$ cat src/rtl/pixstream_pkg.sv
// Shared types and parameter helpers for the pixel streamer.
package pixstream_pkg;

  typedef enum logic {
    IDLE  = 1'b0,
    FETCH = 1'b1
  } state_e;

  function automatic int ppw(input int dw, input int bpp);
    return dw / bpp;
  endfunction

  // Index needs at least one bit even when a word carries a single pixel.
  function automatic int idx_width(input int dw, input int bpp);
    return (dw / bpp > 1) ? $clog2(dw / bpp) : 1;
  endfunction

  function automatic int byte_inc(input int dw);
    return dw / 8;
  endfunction

endpackage

$ cat src/rtl/pixstream_fifo.sv
// Synchronous first-word-fall-through FIFO with flush and occupancy count.
module pixstream_fifo #(
  parameter int WIDTH = 32,
  parameter int DEPTH = 8
) (
  input  logic                     clk,
  input  logic                     rst,
  input  logic                     flush,
  input  logic                     push,
  input  logic                     pop,
  input  logic [WIDTH-1:0]         wdata,
  output logic [WIDTH-1:0]         rdata,
  output logic [$clog2(DEPTH):0]   count,
  output logic                     empty
);

  localparam int PW = $clog2(DEPTH);
  localparam int CW = PW + 1;

  logic [WIDTH-1:0] mem [DEPTH];
  logic [PW-1:0]    wr_ptr_q, wr_ptr_d;
  logic [PW-1:0]    rd_ptr_q, rd_ptr_d;
  logic [CW-1:0]    count_q, count_d;

  // NOTE: every variable gets a default first so no path can infer a latch.
  always_comb begin
    wr_ptr_d = wr_ptr_q;
    rd_ptr_d = rd_ptr_q;
    count_d  = count_q;
    if (flush) begin
      wr_ptr_d = '0;
      rd_ptr_d = '0;
      count_d  = '0;
    end else begin
      if (push) wr_ptr_d = wr_ptr_q + PW'(1);
      if (pop)  rd_ptr_d = rd_ptr_q + PW'(1);
      count_d = count_q + CW'(push) - CW'(pop);
    end
  end

  // NOTE: non-blocking assignments so all flops update from pre-edge values.
  always_ff @(posedge clk or posedge rst) begin
    if (rst) begin
      wr_ptr_q <= '0;
      rd_ptr_q <= '0;
      count_q  <= '0;
    end else begin
      wr_ptr_q <= wr_ptr_d;
      rd_ptr_q <= rd_ptr_d;
      count_q  <= count_d;
    end
  end

  // NOTE: storage is not reset; the pointers alone decide what is valid.
  always_ff @(posedge clk) begin
    if (push && !flush) mem[wr_ptr_q] <= wdata;
  end

  assign rdata = mem[rd_ptr_q];
  assign count = count_q;
  assign empty = (count_q == '0);

endmodule

$ cat src/rtl/pixstream_dma.sv
// Frame-buffer fetcher and pixel serialiser for the VGA path.
// Optional PIXSTREAM_UNDERRUN_CNT_EN adds a saturating underrun counter port.
module pixstream_dma
  import pixstream_pkg::*;
#(
  parameter int DW     = 32,
  parameter int AW     = 32,
  parameter int BPP    = 8,
  parameter int DEPTH  = 8,
  parameter int LOW_WM = DEPTH / 2
) (
  input  logic           i_wb_clk,
  input  logic           i_wb_rst,
  input  logic [AW-1:0]  i_pix_addr_base,
  input  logic           i_pix_addr_reset,
  input  logic           i_pix_en,
  input  logic           i_pix_gate,
  output logic [BPP-1:0] o_pix_dat,
  output logic           o_pix_valid,
  output logic           o_underrun,
`ifdef PIXSTREAM_UNDERRUN_CNT_EN
  output logic [15:0]    o_underrun_cnt,
`endif
  output logic [AW-1:0]  o_wb_addr,
  output logic           o_wb_cyc,
  output logic           o_wb_stb,
  input  logic           i_wb_ack,
  input  logic [DW-1:0]  i_wb_dat
);

  localparam int PPW = ppw(DW, BPP);
  localparam int IW  = idx_width(DW, BPP);
  localparam int CW  = $clog2(DEPTH) + 1;
  localparam logic [IW-1:0] LAST_IDX = IW'(PPW - 1);
  localparam logic [CW-1:0] LOW_WM_C = CW'(LOW_WM);
  localparam logic [CW-1:0] FULL_C   = CW'(DEPTH);
  localparam logic [AW-1:0] ADDR_INC = AW'(byte_inc(DW));

  state_e          state_q, state_d;
  logic [AW-1:0]   addr_q, addr_d;
  logic [IW-1:0]   idx_q, idx_d;
  logic [BPP-1:0]  pix_dat_q, pix_dat_d;
  logic            pix_valid_q, pix_valid_d;
  logic            underrun_q, underrun_d;

  logic            demand, push, pop, empty;
  logic [CW-1:0]   count, post_count;
  logic [DW-1:0]   rdata, shifted;

  // A frame restart swallows any ack or pixel demand in the same cycle.
  assign demand     = i_pix_en & i_pix_gate & ~i_pix_addr_reset;
  assign push       = (state_q == FETCH) & i_wb_ack & ~i_pix_addr_reset;
  assign pop        = demand & ~empty & (idx_q == LAST_IDX);
  assign post_count = count + CW'(push) - CW'(pop);
  assign shifted    = rdata << (int'(idx_q) * BPP);

  pixstream_fifo #(
    .WIDTH (DW),
    .DEPTH (DEPTH)
  ) u_fifo (
    .clk   (i_wb_clk),
    .rst   (i_wb_rst),
    .flush (i_pix_addr_reset),
    .push  (push),
    .pop   (pop),
    .wdata (i_wb_dat),
    .rdata (rdata),
    .count (count),
    .empty (empty)
  );

  always_comb begin
    state_d     = state_q;
    addr_d      = addr_q;
    idx_d       = idx_q;
    pix_dat_d   = pix_dat_q;
    pix_valid_d = 1'b0;
    underrun_d  = 1'b0;
    if (i_pix_addr_reset) begin
      state_d = IDLE;
      addr_d  = i_pix_addr_base;
      idx_d   = '0;
    end else begin
      case (state_q)
        IDLE:    if (count <= LOW_WM_C) state_d = FETCH;
        FETCH:   if (push && post_count == FULL_C) state_d = IDLE;
        default: state_d = IDLE;
      endcase
      if (push) addr_d = addr_q + ADDR_INC;
      if (demand) begin
        if (empty) begin
          pix_dat_d  = '0;
          underrun_d = 1'b1;
        end else begin
          pix_dat_d   = shifted[DW-1 -: BPP];
          pix_valid_d = 1'b1;
          idx_d       = (idx_q == LAST_IDX) ? '0 : idx_q + IW'(1);
        end
      end
    end
  end

  always_ff @(posedge i_wb_clk or posedge i_wb_rst) begin
    if (i_wb_rst) begin
      state_q     <= IDLE;
      addr_q      <= '0;
      idx_q       <= '0;
      pix_dat_q   <= '0;
      pix_valid_q <= 1'b0;
      underrun_q  <= 1'b0;
    end else begin
      state_q     <= state_d;
      addr_q      <= addr_d;
      idx_q       <= idx_d;
      pix_dat_q   <= pix_dat_d;
      pix_valid_q <= pix_valid_d;
      underrun_q  <= underrun_d;
    end
  end

`ifdef PIXSTREAM_UNDERRUN_CNT_EN
  logic [15:0] ucnt_q, ucnt_d;

  always_comb begin
    ucnt_d = ucnt_q;
    if (i_pix_addr_reset)                     ucnt_d = '0;
    else if (underrun_d && ucnt_q != 16'hFFFF) ucnt_d = ucnt_q + 16'd1;
  end

  always_ff @(posedge i_wb_clk or posedge i_wb_rst) begin
    if (i_wb_rst) ucnt_q <= '0;
    else          ucnt_q <= ucnt_d;
  end

  assign o_underrun_cnt = ucnt_q;
`endif

  assign o_pix_dat   = pix_dat_q;
  assign o_pix_valid = pix_valid_q;
  assign o_underrun  = underrun_q;
  assign o_wb_addr   = addr_q;
  assign o_wb_cyc    = (state_q == FETCH);
  assign o_wb_stb    = (state_q == FETCH);

endmodule

$ cat config.mk
export PLATFORM = sky130hd
export DESIGN_NAME = pixstream_dma
export DESIGN_NICKNAME = d
export VERILOG_FILES = /design/src/rtl/pixstream_pkg.sv /design/src/rtl/pixstream_fifo.sv /design/src/rtl/pixstream_dma.sv
export SDC_FILE = /design/constraint.sdc
export NUM_CORES = 1
export LEC_CHECK = 0
export BUFFER_PORTS_ARGS = -buffer_cell sky130_fd_sc_hd__buf_2
export CAP_MARGIN = 20
export CORE_MARGIN = 4
export CORE_UTILIZATION = 53
export CTS_CLUSTER_SIZE = 40
export DETAILED_ROUTE_END_ITERATION = 6
export GPL_TIMING_DRIVEN = 0
export PLACE_DENSITY = 0.74
export RECOVER_POWER = 25
export SYNTH_ARGS = -nofsm -noshare
export SYNTH_HDL_FRONTEND = slang
export SYNTH_SLANG_ARGS = --single-unit
$ cat constraint.sdc
create_clock -name i_wb_clk -period 4 [get_ports i_wb_clk]
set_input_delay 0 -clock i_wb_clk [delete_from_list [all_inputs] [get_ports i_wb_clk]]
set_output_delay 0 -clock i_wb_clk [all_outputs]
set_load 0.05 [all_outputs]
==> results of run 1 <==
[repair_timing]
| item | 4_1_cts | 5_1_grt |
|---|---|---|
| endpoints found under the hold margin | 348 | 0 |
| hold buffers | 71 | 0 |
| gates resized for setup | 0 | 0 |
| setup buffers | 0 | 0 |
[tightest hold or removal path, stage by stage]
cell	delay, ns
dlygate4sd3_1	0.54
buf_2	0.13
inv_2	0.43
[cells in the final DEF, fill, tap and decap left out, drive strengths merged, types with 4 or more instances in the layout]
master / count
a31oi: 14
and4: 6
buf: 112
bufinv: 6
clkbuf: 82
clkinv: 11
dfrtp: 55
dlygate4sd3: 71
edfxtp: 256
ha: 10
inv: 18
mux2: 17
mux2i: 5
mux4: 64
nand2: 40
nand3: 15
nand4: 8
nor2: 36
nor2b: 4
nor3: 5
nor4: 5
o21ai: 18
o22ai: 21
o31ai: 10
o41ai: 8
or3: 6
or4: 13
xnor2: 9
xor2: 9
[synthesized netlist by cell type, types with 2 or more instances]
library cell	n	area [um2]
or4_1	11	82.6
o31ai_1	10	75.1
a31oi_1	14	87.6
buf_4	6	45.0
clkbuf_1	22	82.6
nand3b_1	3	22.5
or2_2	2	12.5
nand3_1	15	75.1
xnor2_1	9	78.8
nor2b_1	4	25.0
nand4_1	7	43.8
xor2_1	9	78.8
a211oi_1	3	22.5
o21ai_0	18	90.1
mux2i_1	5	50.1
dfrtp_1	55	1380
or3b_2	3	26.3
a21oi_1	2	10.0
nor4_1	5	31.3
and4_1	5	43.8
nor2_1	36	135
or4_4	2	22.5
buf_2	5	25.0
nand2_1	40	150
ha_1	10	125
nand2b_1	2	12.5
o41ai_1	8	70.1
or3_1	6	37.5
mux4_2	64	1440
nor3_1	5	25.0
and3_1	3	18.8
mux2_2	17	191
o22ai_1	21	131
edfxtp_1	256	7690
inv_1	17	63.8
buf_1	2	7.51
[per-stage QoR]
| stage | setup TNS [ns] | utilization (%) | power (mW) | instances |
|---|---|---|---|---|
| floorplan | 0 | - | 4.02 | 716 |
| global placement | -110.03 | 58.0 | 4.19 | 1147 |
| detailed placement | 0 | 59.4 | 4.22 | 1158 |
| CTS | 0 | 66.9 | 7.27 | 1285 |
| global route | 0 | 66.8 | 7.48 | 1285 |
| finish | 0 | 66.8 | 7.24 | 1285 |
[report_power, final]
part           leakage, nW  switching (mW)  internal (mW)
Combinational         1.85           0.370          0.189
Sequential            2.99          0.0676           3.58
Clock                0.518            1.21           1.83
Total                 5.36            1.64           5.60
[state kept, by name, indices dropped and copies added, names as in the netlist]
name,cells
u_fifo.mem,256
u_fifo.rd_ptr_q,3
o_pix_valid,1
idx_q,2
u_fifo.wr_ptr_q,3
o_wb_cyc,1
u_fifo.count,4
o_underrun,1
o_pix_dat,8
o_wb_addr,32
[cell families (layout without fill, tap and decap cells)]
family / Yosys count / count (layout)
flops: 311 / 311
simple gates: 156 / 156
buf+inv: 52 / 302
xor+xnor: 18 / 18
compound gates: 82 / 82
fa+ha+maj: 11 / 11
mux: 86 / 86
[worst max-delay path by stage]
| stage | to | slack (ns) | cells after the start |
|---|---|---|---|
| after floorplan | u_fifo.mem[2][0]$_DFFE_PP_ | 0.69 | 4 |
| after global placement | u_fifo.mem[2][5]$_DFFE_PP_ | -0.61 | 4 |
| after detailed placement | o_wb_cyc$_DFF_PP0_ | 0.64 | 15 |
| after CTS | o_wb_cyc$_DFF_PP0_ | 0.61 | 15 |
| after global routing | o_wb_cyc$_DFF_PP0_ | 0.35 | 15 |
| final | o_wb_cyc$_DFF_PP0_ | 0.60 | 15 |
[layer usage]
metal | wire length, um | GRT usage (%)
met1 | 11500 | 30.8
met2 | 14500 | 37.6
met3 | 2060 | 3.14
met4 | 594 | 4.81
met5 | 0 | 0
[final cells by class]
type / instances / area, um2
multi-input cells: 353 / 3430
clock inverters: 20 / 267
clock buffers: 36 / 805
flip-flops and latches: 311 / 9060
plain buffers: 35 / 160
repair buffers: 194 / 1500
well taps: 319 / 399
inverters: 17 / 63.8
fillers: 1546 / 7790
==> impl_metrics.json, run 1 <==
{
  "cts_tree": "done",
  "start_kind": "flop",
  "r2r-start": "u_fifo.count[2]$_DFF_PP0_",
  "gr-total-overflow": 0,
  "cts.sinks": 311,
  "ios": 114,
  "fin_ws_ns": 0.596,
  "synth_adder_area_share_pct": 1.15,
  "synth_compound_area_share_pct": 4.24,
  "worst_pin_slew_ns": 0.904,
  "drtIter0Drc": 910,
  "ant_nets": 0,
  "antenna_found_initial": 0,
  "yosysSeqAreaShare_pct": 71.7,
  "avgSynthCellArea_um2": 17.7,
  "grt_pass1_vias": 7634,
  "fmax_ghz": 0.294,
  "firstDrtPassIters": 5,
  "crit_type": "reg -> reg",
  "syn-num-nets": 797,
  "whs_ns": 0.0665,
  "drive_gt1_share_pct": 26.4,
  "die_x_um": 162,
  "r2r-end": "o_wb_cyc$_DFF_PP0_",
  "portBuffers": 112,
  "cp_top_family": "simple AND/OR/NAND/NOR gates",
  "period_needed_ns": 3.40,
  "path_common_cell": "inv_1",
  "crit_path_end_kind": "flop",
  "cp.arrival_ns": 3.85,
  "synthSimpleGateAreaFrac_pct": 6.64,
  "drv_slew": 0,
  "cts_made_buffers": 31,
  "drc": 0,
  "hold_viol": 0,
  "p_leak_nw": 5.36,
  "area_delta_synth_final_pct": 24.0,
  "r2r_cells": 15,
  "cts.path.max_buffers": 3,
  "status": "complete, no violations",
  "rows": 56,
  "yosys_warnings": 0,
  "synth_top_family_by_area": "multiplexers",
  "die_area_um2": 26400,
  "powerDensity_nw_per_um2": 462,
  "grt_max_degree": 32,
  "critPathBufInv": 5,
  "synth_top_flop_cell": "edfxtp_1",
  "dp_slack_ns": 0.643,
  "cts-root-buf": "clkbuf_16",
  "coreArea_um2": 23500,
  "placed_cell_area_um2": 13900,
  "cp.required_ns": 4.45,
  "maxCapViolations": 0,
  "gp_congestion": 0.863,
  "final_area_um2": 15700,
  "grtUsageTotal_pct": 22.1,
  "drt_wl_total_um": 28600,
  "worstSkewPairLatency_ns": 0.56,
  "crit_fanout": 9,
  "grt_pass1_wl_um": 44700,
  "clkTransAtPathRegs_ns": 0.06,
  "die_height_um": 162,
  "vias_per_cell": 5.86,
  "min_path_type": "in -> async",
  "place_hpwl_um": 18500,
  "slew_headroom_pct": 39.6,
  "synth_cell_types": 50,
  "h-tree-depth": 1,
  "crit_path_cell_trace": "inv_1, ha_1, or3b_2, nand2_1, inv_1, nand2_1, inv_1, ha_1, inv_1, ha_1, inv_1, fa_1, xor2_1, nand4bb_1, o21a_1",
  "synth_edf_count": 256,
  "final-setup-viol-count": 0,
  "crit_path_max_incr_delay_ns": 0.51,
  "reg2reg_slack_ns": 0.60,
  "crit_slowest_cell": "or3b_2",
  "fin_crit_sh_pct": 85.1,
  "synth-xor-area-share_pct": 1.25,
  "vias": 7527,
  "synth-async-reset-ratio_pct": 17.7,
  "syn_inst": 716,
  "ys_ff_latch": 311,
  "synthMuxAreaShare_pct": 13.3,
  "initial_utilization_pct": 53.9,
  "fin_skew_ns": 0.0125,
  "crit_start": "u_fifo.count[2]$_DFF_PP0_",
  "synthesis.area_um2": 12600,
  "diodes": 0,
  "wl_per_cell_um": 22.3,
  "rsz0062_at_grt": "no",
  "finalNetCount": 1024,
  "peakVddDrop_uv": 550
}
(Power assumes the default switching activity.)
==> run 2, diff against run 1 <==
REMOVE_ABC_BUFFERS = 1   (was unset)
==> run 2 against run 1 <==
Net effect:
- total power is 0.37% higher
- clock power is 1% higher
- combinational power is 3% lower
- sequential power hardly changed
- register-to-register slack better by 0.10 ns
- critical endpoint unchanged
==> impl_metrics.json, run 2 (synthesized netlist as in run 1, its figures left out) <==
{
  "clockPowerShare_pct": 42.3,
  "portBuffers": 113,
  "diodes": 0,
  "drv_slew": 0,
  "vias": 7318,
  "crit_fanout": 9,
  "min_path_type": "in -> async",
  "start_kind": "flop",
  "antenna_found_initial": 0,
  "worst_pin_slew_ns": 0.914,
  "slew_headroom_pct": 39.0,
  "ios": 114,
  "crit_type": "reg -> reg",
  "status": "complete, no violations",
  "drive_gt1_share_pct": 27.5,
  "rsz0062_at_grt": "no",
  "post_cts_resized": 0,
  "crit_path_end_kind": "flop",
  "switching_share_pct": 22.4,
  "cts.path.max_buffers": 3,
  "die_area_um2": 26400,
  "gp_congestion": 0.828,
  "p_int_mw": 5.64,
  "cts_tree": "done",
  "h-tree-depth": 1,
  "sequentialPowerShare_pct": 50.2,
  "p_leak_nw": 5.32,
  "comb_power_share_pct": 7.5,
  "reg2reg_slack_ns": 0.70,
  "fin_skew_ns": 0.00783,
  "die_x_um": 162,
  "fmax_ghz": 0.303,
  "final-setup-viol-count": 0,
  "place_inst": 1129,
  "finalPower_mw": 7.27,
  "cts.sinks": 311,
  "cp.required_ns": 4.45,
  "cp.arrival_ns": 3.75,
  "drc": 0,
  "fin_crit_sh_pct": 82.6,
  "powerDensity_nw_per_um2": 467,
  "drt_wl_total_um": 27400,
  "grt_pass1_wl_um": 42900,
  "vias_per_cell": 5.83,
  "p_switching_mw": 1.63,
  "gr-total-overflow": 0,
  "die_height_um": 162,
  "worstSkewPairLatency_ns": 0.57,
  "final_cell_mix": "edfxtp_1 (256), buf_2 (92), dlygate4sd3_1 (69)",
  "cts_hold_buffers": 69,
  "grt_pass1_vias": 7473,
  "place_hpwl_um": 16600,
  "fin_cells": 1256,
  "drtIter0Drc": 690,
  "period_needed_ns": 3.30,
  "peakVddDrop_uv": 562,
  "cts_made_buffers": 31,
  "coreArea_um2": 23500,
  "maxCapViolations": 0,
  "firstDrtPassIters": 5,
  "rows": 56,
  "largest_reg_flops": 256,
  "post_cts_buffers": 0,
  "hold_viol": 0,
  "ant_nets": 0,
  "tns_ns": 0,
  "cts-root-buf": "clkbuf_16",
  "final_common_cell": "edfxtp_1",
  "clkTransAtPathRegs_ns": 0.06,
  "area_delta_synth_final_pct": 23.1,
  "finalNetCount": 993,
  "grtUsageTotal_pct": 20.9,
  "initial_utilization_pct": 53.9,
  "top_register": "u_fifo.mem",
  "grt_max_degree": 52,
  "wl_per_cell_um": 21.8
}
-- run 2: cell types whose count changed in the layout (fill, tap and decap cells not counted), sizes merged --
cell | before | now
clkinv | 11 | 10
buf | 112 | 108
clkbuf | 82 | 60
dlygate4sd3 | 71 | 69
-- run 2: per-stage QoR --
| stage | hold slack [ns] | utilization, % | cell area, um2 | setup slack, ns |
|---|---|---|---|---|
| after floorplan | 0.0607 | - | 12500 | -0.470 |
| after global placement | 0.208 | 57.3 | 13500 | -1.94 |
| after detailed placement | 0.0677 | 58.8 | 13800 | 0.715 |
| after CTS | 0.0191 | 66.4 | 15600 | 0.685 |
| after global routing | 0.0657 | 66.3 | 15600 | 0.443 |
| final | 0.0259 | 66.3 | 15600 | 0.698 |
-- run 2: power by group through the flow --
stage / Combinational [mW] / Sequential [mW] / Clock [mW]
after floorplan: 0.144 / 3.86 / 0
after global placement: 0.470 / 3.71 / 0
after detailed placement: 0.490 / 3.71 / 0
after CTS: 0.547 / 3.65 / 3.12
after global routing: 0.585 / 3.66 / 3.29
final: 0.544 / 3.65 / 3.07
-- run 2: final timing paths --
| check | from | cells past startpoint | endpoint |
|---|---|---|---|
| worst max register to register | u_fifo.count[2]$_DFF_PP0_ | 15 | o_wb_cyc$_DFF_PP0_ |
| max in group asynchronous | i_wb_rst | 4 | u_fifo.rd_ptr_q[2]$_DFFE_PP0P_ |
| worst min-delay path | i_wb_rst | 3 | o_wb_addr[26]$_DFFE_PP0N_ |
| worst min register to register | o_pix_dat[7]$_DFFE_PP0P_ | 2 | o_pix_dat[7]$_DFFE_PP0P_ |
| min in group i_wb_clk | i_pix_addr_reset | 2 | u_fifo.count[1]$_DFF_PP0_ |
| worst max-delay path | u_fifo.count[2]$_DFF_PP0_ | 15 | o_wb_cyc$_DFF_PP0_ |
-- run 2: layout make-up --
type | count | area, um2
flip-flops and latches | 311 | 9070
inverters | 17 | 63.8
repair buffers | 198 | 1520
clock buffers | 39 | 837
fillers | 1552 | 7900
clock inverters | 19 | 264
multi-input cells | 353 | 3420
well taps | 319 | 399
-- run 2: worst max-delay path, cell delays in order, from the launching register on --
cell and delay (ns):
dfrtp_1 0.38, inv_1 0.08, ha_1 0.14, or3b_2 0.49, nand2_1 0.37, inv_1 0.11
nand2_1 0.16, inv_1 0.06, ha_1 0.27, inv_1 0.06, ha_1 0.16, inv_1 0.06
fa_1 0.37, xor2_1 0.18, nand4bb_1 0.12, o21a_1 0.19
-- run 2: routing by layer --
| layer | GRT usage [%] | wire length [um] | up-vias |
|---|---|---|---|
| met5 | 0 | 0 | - |
| met2 | 35.3 | 13800 | 297 |
| li1 | - | - | 3288 |
| met1 | 28.9 | 11100 | 3686 |
| met4 | 4.96 | 563 | 0 |
| met3 | 3.70 | 1980 | 47 |
